### config.mk
export PLATFORM = sky130hd
export DESIGN_NAME = pipemem_mmio
export DESIGN_NICKNAME = d
export VERILOG_FILES = /design/src/rtl/pipemem_mmio.sv
export SDC_FILE = /design/constraint.sdc
export NUM_CORES = 1
export LEC_CHECK = 0
export CORE_MARGIN = 4
export CORE_UTILIZATION = 39
export CTS_CLUSTER_DIAMETER = 40
export CTS_CLUSTER_SIZE = 14
export DETAILED_ROUTE_END_ITERATION = 10
export GPL_ROUTABILITY_DRIVEN = 1
export HOLD_SLACK_MARGIN = 0.03
export PLACE_DENSITY = 0.61
export SETUP_SLACK_MARGIN = 0.3
export SLEW_MARGIN = 10
export SYNTH_ARGS = -nofsm -noshare
export SYNTH_HDL_FRONTEND = slang
export SYNTH_SLANG_ARGS = --single-unit
export TNS_END_PERCENT = 1
### constraint.sdc
create_clock -name clock -period 7.8 [get_ports clock]
set_input_delay 0.78 -clock clock [delete_from_list [all_inputs] [get_ports clock]]
set_output_delay 0.78 -clock clock [all_outputs]
set_load 0.05 [all_outputs]
### src/rtl/pipemem_mmio.sv
// MEM stage of the pipelined CPU: word-addressed data RAM with byte/half/word
// access, sign/zero extension, misalignment detection and memory-mapped I/O
// (double-flopped input ports, registered output ports). Loads take one stall
// cycle because the RAM read is registered; stores complete in the accept cycle.
//
// state     | meaning
// ----------+-----------------------------------------------------------
// S_IDLE    | ready; stores complete here, loads are accepted and stall
// S_LD_WAIT | registered read word available; load completes (m_done)
module pipemem_mmio #(
    parameter int DATA_W     = 32,
    parameter int RAM_AW     = 5,
    parameter int IO_SEL_BIT = 7,
    parameter int NUM_IN     = 2,
    parameter int NUM_OUT    = 3
) (
    input  logic                       clock,
    input  logic                       reset,
    input  logic                       m_valid,
    input  logic                       m_wmem,
    input  logic                       m_rmem,
    input  logic [1:0]                 m_size,
    input  logic                       m_unsign,
    input  logic [31:0]                m_addr,
    input  logic [DATA_W-1:0]          m_wdata,
    output logic                       m_stall,
    output logic [DATA_W-1:0]          m_rdata,
    output logic                       m_done,
    output logic                       m_err,
    input  logic [DATA_W*NUM_IN-1:0]   in_port,
    output logic [DATA_W*NUM_OUT-1:0]  out_port
);

    localparam int DEPTH = 2 ** RAM_AW;
    localparam int K_W   = IO_SEL_BIT - 2;

    localparam logic [0:0] S_IDLE    = 1'b0;
    localparam logic [0:0] S_LD_WAIT = 1'b1;

    logic [DATA_W-1:0]         ram_mem [DEPTH];

    logic [0:0]                state_q, state_d;
    logic [DATA_W*NUM_IN-1:0]  sync1_q, sync1_d;
    logic [DATA_W*NUM_IN-1:0]  sync2_q, sync2_d;
    logic [DATA_W*NUM_OUT-1:0] out_q, out_d;
    logic [DATA_W-1:0]         rdata_q, rdata_d;
    logic [DATA_W-1:0]         ld_word_q, ld_word_d;
    logic [1:0]                ld_lane_q, ld_lane_d;
    logic [1:0]                ld_size_q, ld_size_d;
    logic                      ld_unsign_q, ld_unsign_d;
    logic                      ld_err_q, ld_err_d;

    logic                      is_io;
    logic [K_W-1:0]            io_k;
    logic [RAM_AW-1:0]         ram_idx;
    logic                      acc_err;
    logic                      accept, st_acc, ld_acc, ld_fin;
    logic                      ram_we, out_we;
    logic [3:0]                be;
    logic [DATA_W-1:0]         wdata_rep;
    logic [DATA_W-1:0]         io_rd;
    logic [7:0]                ld_b;
    logic [15:0]               ld_h;
    logic [DATA_W-1:0]         ld_ext;

    // Address bits above the I/O select bit play no part in decoding.
    logic unused_addr;
    assign unused_addr = ^m_addr[31:IO_SEL_BIT+1];

    // Request decode: space select, legality, handshake qualifiers, write lanes.
    always_comb begin
        is_io   = m_addr[IO_SEL_BIT];
        io_k    = m_addr[IO_SEL_BIT-1:2];
        ram_idx = m_addr[RAM_AW+1:2];
        case (m_size)
            2'b00:   acc_err = is_io;
            2'b01:   acc_err = m_addr[0] | is_io;
            2'b10:   acc_err = (m_addr[1:0] != 2'b00);
            default: acc_err = 1'b1;
        endcase
        accept = ~reset & (state_q == S_IDLE) & m_valid;
        st_acc = accept & m_wmem;
        ld_acc = accept & m_rmem & ~m_wmem;
        ld_fin = ~reset & (state_q == S_LD_WAIT);
        ram_we = st_acc & ~acc_err & ~is_io;
        out_we = st_acc & ~acc_err & is_io & (int'(io_k) < NUM_OUT);
        case (m_size)
            2'b00: begin
                be        = 4'b0001 << m_addr[1:0];
                wdata_rep = {4{m_wdata[7:0]}};
            end
            2'b01: begin
                be        = m_addr[1] ? 4'b1100 : 4'b0011;
                wdata_rep = {2{m_wdata[15:0]}};
            end
            default: begin
                be        = 4'b1111;
                wdata_rep = m_wdata;
            end
        endcase
    end

    // Input port select; unmapped ports read as zero.
    always_comb begin
        io_rd = '0;
        for (int i = 0; i < NUM_IN; i++) begin
            if (int'(io_k) == i) io_rd = sync2_q[DATA_W*i +: DATA_W];
        end
    end

    // Lane extraction and extension of the registered load word.
    always_comb begin
        ld_b = ld_word_q[{ld_lane_q, 3'b000} +: 8];
        ld_h = ld_word_q[{ld_lane_q[1], 4'b0000} +: 16];
        case (ld_size_q)
            2'b00:   ld_ext = {{24{~ld_unsign_q & ld_b[7]}}, ld_b};
            2'b01:   ld_ext = {{16{~ld_unsign_q & ld_h[15]}}, ld_h};
            default: ld_ext = ld_word_q;
        endcase
        if (ld_err_q) ld_ext = '0;
    end

    // Next-state: FSM, load capture, result hold, output ports, input synchronisers.
    always_comb begin
        state_d     = state_q;
        ld_word_d   = ld_word_q;
        ld_lane_d   = ld_lane_q;
        ld_size_d   = ld_size_q;
        ld_unsign_d = ld_unsign_q;
        ld_err_d    = ld_err_q;
        rdata_d     = rdata_q;
        out_d       = out_q;
        sync1_d     = in_port;
        sync2_d     = sync1_q;

        if (ld_acc) begin
            state_d     = S_LD_WAIT;
            ld_word_d   = is_io ? io_rd : ram_mem[ram_idx];
            ld_lane_d   = m_addr[1:0];
            ld_size_d   = m_size;
            ld_unsign_d = m_unsign;
            ld_err_d    = acc_err;
        end else if (state_q == S_LD_WAIT) begin
            state_d = S_IDLE;
        end

        if (ld_fin) begin
            rdata_d = ld_ext;
        end else if (st_acc & acc_err) begin
            rdata_d = '0;
        end

        for (int i = 0; i < NUM_OUT; i++) begin
            if (out_we && (int'(io_k) == i)) out_d[DATA_W*i +: DATA_W] = m_wdata;
        end
    end

    // Handshake outputs; m_rdata shows the completing load in its done cycle.
    always_comb begin
        m_stall  = ld_acc;
        m_done   = st_acc | ld_fin;
        m_err    = (st_acc & acc_err) | (ld_fin & ld_err_q);
        m_rdata  = rdata_d;
        out_port = out_q;
    end

    // Control and datapath registers with synchronous reset.
    always_ff @(posedge clock) begin
        if (reset) begin
            state_q     <= S_IDLE;
            sync1_q     <= '0;
            sync2_q     <= '0;
            out_q       <= '0;
            rdata_q     <= '0;
            ld_word_q   <= '0;
            ld_lane_q   <= '0;
            ld_size_q   <= '0;
            ld_unsign_q <= 1'b0;
            ld_err_q    <= 1'b0;
        end else begin
            state_q     <= state_d;
            sync1_q     <= sync1_d;
            sync2_q     <= sync2_d;
            out_q       <= out_d;
            rdata_q     <= rdata_d;
            ld_word_q   <= ld_word_d;
            ld_lane_q   <= ld_lane_d;
            ld_size_q   <= ld_size_d;
            ld_unsign_q <= ld_unsign_d;
            ld_err_q    <= ld_err_d;
        end
    end

    // Data RAM: per-byte write enables, contents survive reset.
    always_ff @(posedge clock) begin
        if (ram_we) begin
            for (int b = 0; b < 4; b++) begin
                if (be[b]) ram_mem[ram_idx][8*b +: 8] <= wdata_rep[8*b +: 8];
            end
        end
    end

endmodule

Word level (Yosys, flattened, before mapping)
Memory sizes are Yosys's and may differ from the RTL's.
Index checks and enable logic that the tools add are counted.

operators by class
  order comparisons = 1
  equal/unequal tests = 5
  shifts and indexed selects = 3
  muxes and demuxes = 24
  bitwise gates (word level) = 23
  reduce and logical (&&, ||, !) cells = 7

operator list
  cell                                                                           count
  32-bit 2-to-1 mux                                                              6
  32-bit case mux with 2 select lines                                            2
  32-bit by 6-bit variable part select with 16-bit output                        1
  32-bit by 6-bit variable part select with 8-bit output                         1
  1-bit AND                                                                      14
  1-bit 2-to-1 mux                                                               13
  4-bit case mux with 2 select lines                                             1
  1-bit inverter                                                                 6
  5-bit by 2-bit == test with 1-bit output (second input constant)               1
  5-bit by 3-bit == test with 1-bit output (second input constant)               1
  5-bit zero test                                                                1
  5-bit by 2-bit less-than comparator with 1-bit output (second input constant)  1
  2-bit by 1-bit == test with 1-bit output (second input constant)               2
  2-bit zero test                                                                2
  4-bit 2-to-1 mux                                                               1
  1-bit by 2-bit left shift with 4-bit output (first input constant)             1
  1-bit logical AND                                                              3
  1-bit bitwise OR                                                               3
  1-bit case mux with 3 select lines                                             1
  2-bit == test (second input constant)                                          1
  2-bit nonzero test                                                             1

storage, ports and cells
  register bits after elaboration = 295
  bits in writable memories = 1,024
  input port bits = 136
  output and inout bits = 131
  logic and storage cells = 76
  memories kept = 1

memories
  memory   words  width  rd ports  clocked after memory_dff  write ports  line  RTL
  ram_mem  32     32     1         0                         1            40    logic [DATA_W-1:0] ram_mem [DEPTH];

Logic depth before layout (Yosys ltp)
  word-level depth = 8
  depth in mapped cells = 9

Worst setup path before layout
OpenSTA, ideal clock, no wires.

  path type = input port to flip-flop
  start point = in m_size[0]
  end point = mem ram_mem[0][24], data pin
  arrival time = 2,915 ps
  data required time = 7,346 ps
  path slack = 4,431 ps
  stages on the path = 4
  path buffers = 2
  cell sequence = clkbuf_1 -> buf_1 -> mux2i_1 -> o21ai_0

on the way
  cells in the longest elaborated chain, start to end = 2
  elaborated cells between the ends (all ways) = 3

ends and longest elaborated chain
  item                                                                         line  RTL
  start, declared                                                              22    input logic [1:0] m_size,
  2-bit by 1-bit == test with 1-bit output or 2-bit zero test (tied branches)  87    case (m_size)
  32-bit case mux with 2 select lines *                                        87
  named net wdata_rep[24]                                                      60    logic [DATA_W-1:0] wdata_rep;
  end, declared                                                                40

Mark *: on every way through the listed nets, which the timed path passes. The rest lies on a longest branch.

Worst setup path in the final report
  start point = reg ld_lane_q[1]
  end point = out m_rdata[10]

on the way
  cells in the longest elaborated chain, start to end = 5
  elaborated cells between the ends (all ways) = 6

ends and longest elaborated chain
  item                                                    line  RTL
  start, declared                                         48    logic [1:0] ld_lane_q, ld_lane_d;
  start signal, assigned                                  187   ld_lane_q <= ld_lane_d;
  32-bit by 6-bit variable part select with 8-bit output  113   ld_b = ld_word_q[{ld_lane_q, 3'b000} +: 8];
  1-bit AND                                               116   2'b00: ld_ext = {{24{~ld_unsign_q & ld_b[7]}}, ld_b};
  32-bit case mux with 2 select lines *                   115   case (ld_size_q)
  32-bit 2-to-1 mux *                                     120   if (ld_err_q) ld_ext = '0;
  32-bit 2-to-1 mux *                                     147   if (ld_fin) begin
  end, declared                                           27    output logic [DATA_W-1:0] m_rdata,

Every way passes the cells marked *; elsewhere a longest branch is shown, timed or not.

==> flow_metrics.tcl <==
set metrics [dict create \
    yosysTopAreaCell "edfxtp_1" \
    r2r_end "ram_mem[15][5]" \
    grt_max_degree 94 \
    dr.pass1.iters 6 \
    synth_edf_count 1024 \
    synth_top_area_share_pct 61.0 \
    rsz0062_at_grt "no" \
    clock_path_buffers 3 \
    synth_warnings 0 \
    rrSetupSlack_ns 4.95 \
    vias 29737 \
    setup_viol 0 \
    grt_pass1_wl_um 202000 \
    cts_tree "built" \
    syn-num-nets 3433 \
    slew_headroom_pct 15.8 \
    nFillCells 10988 \
    ant_nets 0 \
    grt_pass1_vias 28899 \
    synth_common_cells "edfxtp_1 (1024), mux2i_1 (393), dfxtp_1 (295)" \
    hold_path.class "flop to flop" \
    root_buffer "clkbuf_16" \
    clock-skew-final_ns 0.0310 \
    routed_wl_um 142000 \
    worstHoldPathCells 1 \
    final_util_pct 46.7 \
    crit_chain "mux4_2 -> a31oi_4 -> a21o_1 -> a221oi_1 -> a21o_1 -> clkdlybuf4s50_1" \
    routedWlPerCell_um 26.3 \
    fp.dieH_um 367 \
    initial_core_util_pct 39.4 \
    place_inst 5120 \
    peakVddDrop_uv 226 \
    tightest_slew_ns 1.25 \
    crit_required_ns 7.02 \
    postCtsHoldBufs 0 \
    crit_type "flop to output pin" \
    r2r-start "state_q" \
    io_buffers 242 \
    synth_most_common_cell "edfxtp_1" \
    crit_slowest_cell "dfxtp_1" \
    path_clk_slew_ns 0.06 \
    rr_worst_depth 5 \
    fmax_mhz 209 \
    cp-start-kind "flop" \
    maxCapViolCount 0 \
    critPathMaxStageDelay_ns 0.74 \
    clock_latency_ns 0.77 \
    setup_tns_ns 0 \
    syn_area_per_cell_um2 15.3 \
    synth_cell_type_count 60 \
    hpwl_um 91900 \
    place.gp.congestion 0.833 \
    dieArea_um2 135000 \
    holdPathEnd "sync2_q[19]" \
    vias_per_cell 5.50 \
    cts_resized 0 \
    hold_viol 0 \
    synth-seq-cells 1319 \
    fin_cells 5403 \
    setup_slack_ns 3.01 \
    finalCritPeriodShare_pct 61.4 \
    drt_iter0_drc 3052 \
    synthArstFlopShare_pct 0 \
    synth_area_um2 50400 \
    gr-total-overflow 0 \
    cellLeakagePower_nw 20.3 \
    status "finished, final reports clean" \
    area_delta_synth_final_pct 18.7 \
    cp.arrival_ns 4.01 \
    critPathBufInv 1 \
    cts_setup_buffers 0 \
    seq_area_um2 36700 \
    pre_cts_slack_ns 3.09 \
    numCtsBuffers 154 \
    fin_nets 3683 \
    drive_gt1_share_pct 12.4 \
    fp-row-count 131 \
    path_max_fanout 11 \
    period_needed_ns 4.79 \
    worstSetupEndpointType "output pin" \
    timing.critical_path.mode_cell "a21o_1" \
    io_pins 267 \
    cpLargestDelayFamily "compound AO/OA/AOI/OAI gates" \
    cts_htree_levels 4 \
    syn-instance-count 3297 \
    drc 0 \
    antenna_found_initial 9 \
    multi_input_area_um2 12800 \
    min-delay-start "sync1_q[19]" \
    synth_top_flop_cell "edfxtp_1" \
    power_density_nw_per_um2 262 \
    core_um2 128000 \
    fp.dieW_um 367 \
    synthTopCellsByArea "edfxtp_1 (61%), dfxtp_1 (12%), mux2i_1 (7.8%)" \
    grt_util_all_layers_pct 20.4 \
    clock-sinks 1319 \
    drv_slew 0 \
    yosysSeqAreaShare_pct 72.7 \
]
==> layout by cell type (no fill, tap or decap), drive strengths merged, types with 19 or more instances in the layout <==
master	n
clkbuf	176
nand2b	19
nand3	31
o22ai	160
a21oi	119
o21ai	21
mux2	20
nand2	265
mux2i	393
a21o	31
nor2b	132
clkdlybuf4s50	233
nor4	62
clkinv	42
a221oi	37
inv	46
dfxtp	295
a22o	62
mux4	71
edfxtp	1024
a22oi	34
buf	79
nor2	236
==> worst reg2reg max path, stage by stage (launching register included) <==
cell      delay [ns]
dfxtp_1         0.34
nor2b_1         0.17
nand3b_1        0.17
nor3_1          0.28
nand2_2         0.50
nor2_1          1.01
==> metal layers <==
layer / vias to the layer above / routed length (um) / global-route usage, %
met1: 15164 / 59200 / 27.7
met5: - / 49 / 0
met3: 250 / 10200 / 3.62
li1: 13106 / - / -
met4: 8 / 5020 / 7.63
met2: 1209 / 67500 / 32.9
==> through the flow <==
step | hold slack [ns] | total power [mW] | area (um^2)
3_5_place_dp | 0.420 | 8.55 | 54600
6_report | 0.426 | 15.7 | 59800
4_1_cts | 0.427 | 15.8 | 59800
2_1_floorplan | 0.414 | 8.19 | 50400
3_3_place_gp | 0.416 | 8.54 | 54600
5_1_grt | 0.449 | 16.1 | 59800
==> report_power, final <==
group | internal, mW | switching, mW
Combinational | 0.238 | 0.506
Clock | 4.27 | 3.02
Sequential | 7.64 | 0.0168
Total | 12.2 | 3.54
==> layout make-up <==
| type | instances | area share, % |
|---|---|---|
| Inverter | 15 | 0.0941 |
| Clock buffer | 176 | 6.75 |
| Multi-Input combinational cell | 1745 | 21.4 |
| Clock inverter | 105 | 2.00 |
| Tap cell | 1729 | 3.62 |
| Timing Repair Buffer | 312 | 4.90 |
| Antenna cell | 2 | 0.00837 |
| Sequential cell | 1319 | 61.3 |
==> cell families after synthesis <==
family	after synthesis	synth area share, %
AOI/OAI and AO/OA	475	6.31
xor gates and xnor gates	1	0.0174
buffers and inverters	233	2.06
DFF	1319	72.7
muxes	484	11.4
and+or+nand+nor	785	7.44
==> worst max-delay path by stage <==
stage,cells after the start,end,startpoint
final,6,m_rdata[10],ld_lane_q[1]
after global routing,6,m_rdata[10],ld_lane_q[1]
after CTS,6,m_rdata[10],ld_lane_q[1]
after detailed placement,7,ld_word_q[22],m_addr[2]
after global placement,7,ld_word_q[22],m_addr[2]
after floorplan,4,ram_mem[0][24],m_size[0]
==> flip-flops by register name (all words and copies together), names as in the netlist <==
name and cells:
ram_mem 1024, rdata_q 32, ld_err_q 1, ld_unsign_q 1
sync2_q 64, ld_word_q 32, ld_lane_q 2, state_q 1
sync1_q 64, ld_size_q 2, out_port 96
Power figures use the tool's default switching activity.
